==> config.mk <==
export PLATFORM = sky130hd
export DESIGN_NAME = fetch_unit_flat
export DESIGN_NICKNAME = d
export VERILOG_FILES = /design/src/rtl/fetch_unit_if.sv /design/src/rtl/fetch_unit.sv /design/src/flat_wrapper.sv
export SDC_FILE = /design/constraint.sdc
export NUM_CORES = 1
export LEC_CHECK = 0
export ABC_AREA = 0
export BUFFER_PORTS_ARGS = -buffer_cell sky130_fd_sc_hd__buf_2
export CORE_ASPECT_RATIO = 1.75
export CORE_MARGIN = 2
export CORE_UTILIZATION = 51
export CTS_BUF_LIST = sky130_fd_sc_hd__clkbuf_4 sky130_fd_sc_hd__clkbuf_8 sky130_fd_sc_hd__clkbuf_16
export DETAILED_ROUTE_END_ITERATION = 16
export PLACE_DENSITY = 0.76
export SLEW_MARGIN = 15
export SYNTH_ARGS = -nofsm -noshare
export SYNTH_HDL_FRONTEND = slang
export SYNTH_SLANG_ARGS = --single-unit
==> constraint.sdc <==
create_clock -name i_clk -period 2.75 [get_ports i_clk]
set_clock_uncertainty 0.1 [all_clocks]
set_input_delay 0.1375 -clock i_clk [delete_from_list [all_inputs] [get_ports i_clk]]
set_output_delay 0.1375 -clock i_clk [all_outputs]
set_load 0.02 [all_outputs]
==> src/rtl/fetch_unit_if.sv <==
// Fetch unit bus: redirect input, instruction-memory request/response
// channel and the fetched-instruction output toward decode.
interface fetch_unit_if #(
    parameter int XLEN = 32
);
    logic            i_b_taken;
    logic [XLEN-1:0] i_b_pc;
    logic            mem_req;
    logic [XLEN-1:0] mem_addr;
    logic            i_mem_gnt;
    logic            i_mem_rvalid;
    logic [31:0]     i_val_from_mem_ctr;
    logic            valid;
    logic            i_ready;
    logic [XLEN-1:0] pc;
    logic [31:0]     inst;
    logic [XLEN-1:0] pc_next;

    modport slave (
        input  i_b_taken, i_b_pc,
        input  i_mem_gnt, i_mem_rvalid, i_val_from_mem_ctr,
        input  i_ready,
        output mem_req, mem_addr,
        output valid, pc, inst, pc_next
    );

    modport master (
        output i_b_taken, i_b_pc,
        output i_mem_gnt, i_mem_rvalid, i_val_from_mem_ctr,
        output i_ready,
        input  mem_req, mem_addr,
        input  valid, pc, inst, pc_next
    );
endinterface

==> src/rtl/fetch_unit.sv <==
// Instruction fetch: in-order request stream into a circular buffer,
// with redirect flushing and discard tracking of in-flight responses.
module fetch_unit #(
    parameter int              XLEN     = 32,
    parameter logic [XLEN-1:0] RESET_PC = '0,
    parameter int              DEPTH    = 4
) (
    input  logic        i_clk,
    input  logic        i_rst,
    fetch_unit_if.slave io_bus
);
    localparam int PW = $clog2(DEPTH);
    localparam int CW = PW + 1;

    typedef logic [PW-1:0] ptr_t;
    typedef logic [CW-1:0] cnt_t;

    logic [XLEN-1:0] r_fetch_pc;
    ptr_t            r_alloc_ptr;
    ptr_t            r_fill_ptr;
    ptr_t            r_rd_ptr;
    cnt_t            r_alloc_cnt;
    cnt_t            r_pend_cnt;
    cnt_t            r_discard;
    logic [XLEN-1:0] r_slot_pc   [DEPTH];
    logic [31:0]     r_slot_inst [DEPTH];
    logic [DEPTH-1:0] r_slot_filled;

    logic [CW:0] w_occ;
    logic        w_room;
    logic        w_head_ok;
    logic        w_grant;
    logic        w_pop;
    logic        w_drop;
    logic        w_fill;
    logic        w_charge;
    cnt_t        w_redir_disc;

    // Occupancy counts only registered state, so pops never reach mem_req.
    assign w_occ  = {1'b0, r_alloc_cnt} + {1'b0, r_discard};
    assign w_room = w_occ < (CW+1)'(DEPTH);

    assign io_bus.mem_req  = !i_rst && !io_bus.i_b_taken && w_room;
    assign io_bus.mem_addr = r_fetch_pc;

    assign w_head_ok = (r_alloc_cnt != '0) && r_slot_filled[r_rd_ptr];

    assign io_bus.valid   = w_head_ok && !io_bus.i_b_taken && !i_rst;
    assign io_bus.pc      = r_slot_pc[r_rd_ptr];
    assign io_bus.inst    = r_slot_inst[r_rd_ptr];
    assign io_bus.pc_next = r_slot_pc[r_rd_ptr] + XLEN'(4);

    assign w_grant = io_bus.mem_req && io_bus.i_mem_gnt;
    assign w_pop   = io_bus.valid && io_bus.i_ready;
    assign w_drop  = io_bus.i_mem_rvalid && (r_discard != '0);
    assign w_fill  = io_bus.i_mem_rvalid && (r_discard == '0)
                  && (r_pend_cnt != '0) && !io_bus.i_b_taken;

    // A response during a redirect retires one older in-flight request.
    assign w_charge = io_bus.i_mem_rvalid
                   && ((r_discard != '0) || (r_pend_cnt != '0));
    assign w_redir_disc = r_discard + r_pend_cnt - CW'(w_charge);

    always_ff @(posedge i_clk) begin
        if (i_rst) begin
            r_fetch_pc    <= RESET_PC;
            r_alloc_ptr   <= '0;
            r_fill_ptr    <= '0;
            r_rd_ptr      <= '0;
            r_alloc_cnt   <= '0;
            r_pend_cnt    <= '0;
            r_discard     <= '0;
            r_slot_filled <= '0;
        end else if (io_bus.i_b_taken) begin
            r_fetch_pc    <= {io_bus.i_b_pc[XLEN-1:2], 2'b00};
            r_alloc_ptr   <= '0;
            r_fill_ptr    <= '0;
            r_rd_ptr      <= '0;
            r_alloc_cnt   <= '0;
            r_pend_cnt    <= '0;
            r_discard     <= w_redir_disc;
            r_slot_filled <= '0;
        end else begin
            if (w_grant) begin
                r_slot_pc[r_alloc_ptr]     <= r_fetch_pc;
                r_slot_filled[r_alloc_ptr] <= 1'b0;
                r_alloc_ptr <= r_alloc_ptr + ptr_t'(1);
                r_fetch_pc  <= r_fetch_pc + XLEN'(4);
            end
            if (w_fill) begin
                r_slot_inst[r_fill_ptr]   <= io_bus.i_val_from_mem_ctr;
                r_slot_filled[r_fill_ptr] <= 1'b1;
                r_fill_ptr <= r_fill_ptr + ptr_t'(1);
            end
            if (w_drop) begin
                r_discard <= r_discard - cnt_t'(1);
            end
            if (w_pop) begin
                r_slot_filled[r_rd_ptr] <= 1'b0;
                r_rd_ptr <= r_rd_ptr + ptr_t'(1);
            end
            r_alloc_cnt <= r_alloc_cnt + cnt_t'(w_grant) - cnt_t'(w_pop);
            r_pend_cnt  <= r_pend_cnt + cnt_t'(w_grant) - cnt_t'(w_fill);
        end
    end
endmodule

==> src/flat_wrapper.sv <==
// flat-port wrapper written by rule: the top's interface ports become plain ports
module fetch_unit_flat 
#(
    parameter int              XLEN     = 32,
    parameter logic [XLEN-1:0] RESET_PC = '0,
    parameter int              DEPTH    = 4
)
  (i_clk, i_rst, io_bus_i_b_taken, io_bus_i_b_pc, io_bus_i_mem_gnt, io_bus_i_mem_rvalid, io_bus_i_val_from_mem_ctr, io_bus_i_ready, io_bus_mem_req, io_bus_mem_addr, io_bus_valid, io_bus_pc, io_bus_inst, io_bus_pc_next);
  fetch_unit_if #(.XLEN(XLEN)) io_bus_i ();
  input  logic i_clk;
  input  logic i_rst;
  input wire logic [$bits(io_bus_i.i_b_taken)-1:0] io_bus_i_b_taken;
  input wire logic [$bits(io_bus_i.i_b_pc)-1:0] io_bus_i_b_pc;
  input wire logic [$bits(io_bus_i.i_mem_gnt)-1:0] io_bus_i_mem_gnt;
  input wire logic [$bits(io_bus_i.i_mem_rvalid)-1:0] io_bus_i_mem_rvalid;
  input wire logic [$bits(io_bus_i.i_val_from_mem_ctr)-1:0] io_bus_i_val_from_mem_ctr;
  input wire logic [$bits(io_bus_i.i_ready)-1:0] io_bus_i_ready;
  output wire logic [$bits(io_bus_i.mem_req)-1:0] io_bus_mem_req;
  output wire logic [$bits(io_bus_i.mem_addr)-1:0] io_bus_mem_addr;
  output wire logic [$bits(io_bus_i.valid)-1:0] io_bus_valid;
  output wire logic [$bits(io_bus_i.pc)-1:0] io_bus_pc;
  output wire logic [$bits(io_bus_i.inst)-1:0] io_bus_inst;
  output wire logic [$bits(io_bus_i.pc_next)-1:0] io_bus_pc_next;
  assign io_bus_i.i_b_taken = io_bus_i_b_taken;
  assign io_bus_i.i_b_pc = io_bus_i_b_pc;
  assign io_bus_i.i_mem_gnt = io_bus_i_mem_gnt;
  assign io_bus_i.i_mem_rvalid = io_bus_i_mem_rvalid;
  assign io_bus_i.i_val_from_mem_ctr = io_bus_i_val_from_mem_ctr;
  assign io_bus_i.i_ready = io_bus_i_ready;
  assign io_bus_mem_req = io_bus_i.mem_req;
  assign io_bus_mem_addr = io_bus_i.mem_addr;
  assign io_bus_valid = io_bus_i.valid;
  assign io_bus_pc = io_bus_i.pc;
  assign io_bus_inst = io_bus_i.inst;
  assign io_bus_pc_next = io_bus_i.pc_next;
  fetch_unit #(.XLEN(XLEN), .RESET_PC(RESET_PC), .DEPTH(DEPTH)) u_core (.i_clk(i_clk), .i_rst(i_rst), .io_bus(io_bus_i));
endmodule
==> Word-level counts from Yosys, hierarchy flattened <==
Memory sizes are Yosys's and may differ from the RTL's. A register that Yosys moved wholly into a read port is not among the register bits.
Index checks and enable logic that the tools add are counted.
Widths: inputs -> output; s select.
{ "totals": {"in_bits": 70, "latchBits": 0, "ramBits": 256, "memories": 2, "mem_bits_ro": 0, "ff_bits": 51, "output_inout_bits": 130} }
{ "classes": {"n_eq_ne": 0, "order_cmp": 7, "reduce_logical": 25, "addsub": 13, "mux": 31, "mul": 0, "div_mod_pow": 0, "n_bitwise": 5, "n_shift": 0} }
{ "memory_table": {"columns": ["name", "depth", "width", "rd", "rd_clocked_by_memory_dff", "wr", "line", "rtl"], "rows": [
  ["u_core.r_slot_inst", 4, 32, 1, 1, 1, "fetch_unit.sv:26", "logic [31:0] r_slot_inst [DEPTH];"],
  ["u_core.r_slot_pc", 4, 32, 1, 1, 1, "fetch_unit.sv:25", "logic [XLEN-1:0] r_slot_pc [DEPTH];"]
]} }
{ "op_table": {"columns": ["operator", "n"], "rows": [
  ["$add 32x3->32 const B", 2],
  ["$mux 32", 2],
  ["$mux 4", 7],
  ["$logic_and 1x1->1", 15],
  ["$mux 1", 12],
  ["$lt 2x3->1 const B", 3],
  ["$reduce_bool 3->1", 3],
  ["$sub 3x1->3", 3],
  ["$and 4x4->4", 2],
  ["$mux 2", 4],
  ["$not 4->4", 2],
  ["$add 2x1->2 const B", 3],
  ["$add 3x1->3", 2],
  ["$demux 1 s2", 3],
  ["$ge 2x1->1 const B", 3],
  ["$mux 3", 2],
  ["$add 3x3->4", 1],
  ["$lt 4x3->1 const B", 1],
  ["$or 4x4->4", 1],
  ["$reduce_bool 2->1", 2],
  ["$add 3x3->3", 1],
  ["$logic_not 3->1", 1],
  ["$sub 3x1->3 const B", 1],
  ["$bmux 1 s2", 1],
  ["other kinds (3)", 4]
]} }

==> Longest topological paths before layout <==
{ "depth": {"word_depth": 15, "depth_mapped": 13, "mapped_depth_nobuf": 13} }

==> Worst setup path before layout <==
OpenSTA, ideal clock, no wires.
{ "synth_path": {"kind": "flip-flop to flip-flop", "startpoint": "register u_core.r_rd_ptr[0]", "endpoint": "register u_core.r_alloc_cnt[2]", "stages_incl_launch_ff": 13, "n_path_buf": 1, "slack_ns": -0.118, "required_ns": 2.522, "arrival_ns": 2.640, "path_cell_list": "dfxtp_1 > mux4_2 > o311a_1 > and2_1 > clkbuf_1 > ha_1 > inv_1 > ha_1 > inv_1 > fa_1 > xor2_1 > xnor2_1 > nor2_1"} }
{ "synth_via": {"elab_chain_len": 7} }
{ "synth_rtl": {"columns": ["item", "line", "rtl"], "rows": [
  ["from (decl)", "fetch_unit.sv:21", "ptr_t r_rd_ptr;"],
  ["from (signal assigned)", "fetch_unit.sv:100", "r_rd_ptr <= r_rd_ptr + ptr_t'(1);"],
  ["$bmux 1 s2", "fetch_unit.sv:46", "assign w_head_ok = (r_alloc_cnt != '0) && r_slot_filled[r_rd_ptr];"],
  ["$mux 1 (implied by the code)", "fetch_unit.sv:46", null],
  ["$logic_and 1x1->1", "fetch_unit.sv:46", null],
  ["$logic_and 1x1->1 (2 in a row)", "fetch_unit.sv:48", "assign io_bus.valid = w_head_ok && !io_bus.i_b_taken && !i_rst;"],
  ["named net io_bus_valid", "flat_wrapper.sv:20", "output wire logic [$bits(io_bus_i.valid)-1:0] io_bus_valid;"],
  ["$logic_and 1x1->1", "fetch_unit.sv:54", "assign w_pop = io_bus.valid && io_bus.i_ready;"],
  ["$sub 3x1->3", "fetch_unit.sv:102", "r_alloc_cnt <= r_alloc_cnt + cnt_t'(w_grant) - cnt_t'(w_pop);"],
  ["to (signal assigned)", "fetch_unit.sv:102", null],
  ["to (decl)", "fetch_unit.sv:22", "cnt_t r_alloc_cnt;"]
]} }
The timed path passes the listed nets, and every way through them passes these cells. The select of a mux whose other input is x is not followed.
A chain may end at the register's enable or synchronous reset.

==> qor.txt <==
worst path buffer plus inverter count -> 3
global router's overall resource usage -> 21.5%
first-pass GRT wire length -> 43500 um
setup slack after layout -> -154 ps
register-to-register setup slack -> 70 ps
syn avg cell area -> 16.0 um^2
failing checks -> negative setup slack
path category of the worst min-delay check -> in2reg
mean number of vias per cell -> 5.57
number of buffers created by CTS -> 25
critical path cell sequence -> buf_12 > mux4_2 > nand4_4 > nor4_4 > buf_12 > nand4_1 > xnor2_2 > buf_4
unrepaired setup endpoints after global routing -> yes
portion of the clock cycle consumed by the worst path in the final layout -> 106%
smallest hold slack -> 45.0 ps
top cell types by occurrence after synthesis -> 248 x edfxtp_1, 51 x dfxtp_1, 51 x mux4_2
number of input and output port buffers inserted -> 191
top cell type by total area after synthesis -> edfxtp_1
number of warning messages in the yosys log -> 0
count of unique library cells instantiated by Yosys -> 56
Synth async-reset ratio -> 0%
final instance area -> 0.0162 mm^2
cell chosen for the clock root -> clkbuf_16
Fin Setup TNS -> -1420 ps
detailed-router iteration count before antenna repair -> 5
power after layout -> 9.64 mW
number of clock sinks -> 299
Skew-Pair Late Insertion Delay -> 530 ps
number of antenna cells inserted -> 0
Post-DP Area -> 0.0144 mm^2
Seq/Total Area, Yosys -> 66.5%
number of placement rows -> 76
placed wire-length estimate -> 18800 um
max_cap viols -> 0
total power divided by cell area -> 594 mW/mm^2
FF-to-FF Start -> u_core.r_discard[0]
depth of the worst hold-timing path -> 4
origin of the worst min-delay path -> i_rst
fraction of the core area covered by cells at the end of the flow -> 66.2%
type of destination of the critical path -> output port
area of the die -> 0.0263 mm^2
pin count of the biggest net entering global routing -> 36
number of cell instances on the worst register-to-register path -> 13
initial DRC count -> 473
CP max FO -> 8
area of the core -> 0.0245 mm^2
Final Setup Violations -> 17
post-synth design cell area -> 0.0127 mm^2
number of top-level pins -> 200
Antenna Violating Nets Remaining -> 0
number of synthesized register bits -> 299
proportion of netlist area held by the largest area contributor -> 58.5%
Initial Utilization -> 51.9%
highest ir drop seen on vdd -> 0.646 mV
layout cells sized above 1 -> 36.3%
buffers from clock root to sink, at most -> 3
antenna violations before repair -> 0
CTS H-tree lvls -> 1
growth of design area from synthesis to finish -> 27.6%
Slew @ Worst Pin -> 625 ps
WHS Endpoint -> u_core.r_pend_cnt[1]
die boundary height -> 213 um
Congestion Overflow GR -> 0
Slew HR -> 58.3%
routability-driven placement congestion ratio -> 0.844
critical path class -> reg2out
via count -> 7975
Crit Reg-Reg Endpoint -> u_core.r_discard[2]
kind of cell adding the most delay to the critical path -> simple AND/OR/NAND/NOR gates
crit-path most repeated cell -> buf_12
outcome -> complete, but fails checks
via count of the first global-routing pass -> 8200
die width -> 123 um
gate count of the mapped netlist -> 793
Min Clock Period, post-route -> 2900 ps
clock tree from TritonCTS -> done
routed wire length -> 28400 um
Leakage Power -> 5.88 nW
Largest stage delay, worst path -> 410 ps
Worst EP required -> 2510 ps
CP startpoint kind -> flop
drt wl/cell -> 19.8 um
count of endpoints failing hold in the final timing report -> 0
count leader, synth -> edfxtp_1
number of pins with negative max-slew slack in the final report -> 0
prevailing post-synth register cell -> edfxtp_1
Post-layout nets -> 1200
Crit-path slowest cell -> mux4_2
fill cell total of the finished layout -> 1730
number of flops mapped to enable cells by yosys -> 248
timing-limited maximum frequency -> 0.344 GHz
CP Data Arrival Time -> 2670 ps
Remaining DRCs -> 0
clock-pin slew on the worst setup and hold paths -> 70 ps
top area cells in the synthesized netlist -> edfxtp_1 59%, mux4_2 9.0%, dfxtp_1 8.0%, xnor2_1 2.6%, ha_1 2.5%
## area by class of cell
| class | instances | area (um^2) | share of cell area [%] |
|---|---|---|---|
| clock buffer | 33 | 733 | 4.52 |
| tap | 312 | 390 | 2.40 |
| inverter | 38 | 143 | 0.878 |
| timing repair buffer | 320 | 2340 | 14.4 |
| clock inverter | 13 | 138 | 0.848 |
| multi-input combinational | 418 | 4010 | 24.7 |
| sequential | 299 | 8480 | 52.2 |
## power by group
| group | switching [mW] | leakage [nW] | total (mW) | internal [mW] |
|---|---|---|---|---|
| Combinational | 0.497 | 2.77 | 0.894 | 0.397 |
| Sequential | 0.0837 | 2.68 | 5.07 | 4.98 |
| Clock | 1.58 | 0.435 | 3.68 | 2.10 |
| Total | 2.16 | 5.88 | 9.64 | 7.48 |
## cells by family after synthesis
family                   after synthesis  synth area share (%)
other                                  1                0.0295
XOR/XNOR                              45                  3.10
adder cells (fa/ha/maj)               28                  2.93
AND/OR/NAND/NOR                      188                  8.13
flip-flops                           299                  66.5
multiplexers                          69                  11.9
buffers and inverters                 81                  3.18
AO/OA/AOI/OAI                         82                  4.21
## how the worst max path moves through the flow
stage	start	end	slack [ps]	cells after the start
floorplan	u_core.r_rd_ptr[0]	u_core.r_alloc_cnt[2]	-60	12
global placement	u_core.r_discard[1]	u_core.r_discard[2]	40	13
detailed placement	u_core.r_discard[1]	u_core.r_discard[2]	-8	13
CTS	flop	io_bus_pc_next[26]	-210	9
global route	flop	io_bus_pc_next[27]	-230	8
finish	flop	io_bus_pc_next[26]	-150	8
## tightest hold or removal path, cell delays in order
cell	delay (ps)
buf_2	130
nor2_1	70
buf_4	150
and2_1	150
## per-layer routing
metal,part of all wire [%],GRT usage (%),vias to the layer above
met2,56,40.4,287
met5,0,0,-
li1,-,-,3686
met3,4.7,2.64,48
met1,37,24.7,3954
met4,2.5,7.37,0
## what timing repair did
action,in CTS,in global routing
endpoints found under the setup margin,28,29
gates resized for setup,36,30
pin swaps,10,13
gates cloned,0,0
buffers inserted,12,9
hold buffers,64,0
hold endpoints to repair,163,0
## cells in the final DEF (no fill, tap or decap), drive strengths merged, types with 2 or more instances in the layout
cell	synthesis	routed
conb	1	6
nand2	47	47
ha	25	25
and4	3	3
o21ai	15	15
a22oi	5	5
o211ai	6	6
a21oi	21	21
a31oi	11	11
xnor2	38	38
a41oi	2	2
inv	37	41
o41a	2	2
clkinv	1	7
mux4	62	62
nand4	21	21
dfxtp	51	51
clkbuf	21	33
dlygate4sd3	0	64
nand3	18	18
nor4	6	6
xor2	7	7
nor2b	2	2
edfxtp	248	248
mux2i	4	4
and2	16	16
mux2	3	3
bufinv	0	2
a211oi	10	10
nor3	13	13
a32oi	4	4
nor2	37	37
fa	3	3
or4	3	3
or3	8	8
and3	8	8
buf	22	256
a311oi	2	2
## sequential cells by signal, summed over array words and instances (netlist names), named ones only
name                    flops
u_core.r_fill_ptr           2
u_core.r_rd_ptr             2
u_core.r_pend_cnt           3
u_core.r_alloc_cnt          3
u_core.r_slot_filled        4
u_core.r_slot_inst        128
u_core.r_slot_pc          120
u_core.io_bus.mem_addr     30
u_core.r_alloc_ptr          2
u_core.r_discard            3
## stage by stage
step                instances  setup slack, ps
floorplan                 798            -58.1
global placement         1302             41.8
detailed placement       1302            -8.33
CTS                      1424             -212
global route             1433             -235
finish                   1433             -154
(Power assumes the default switching activity.)
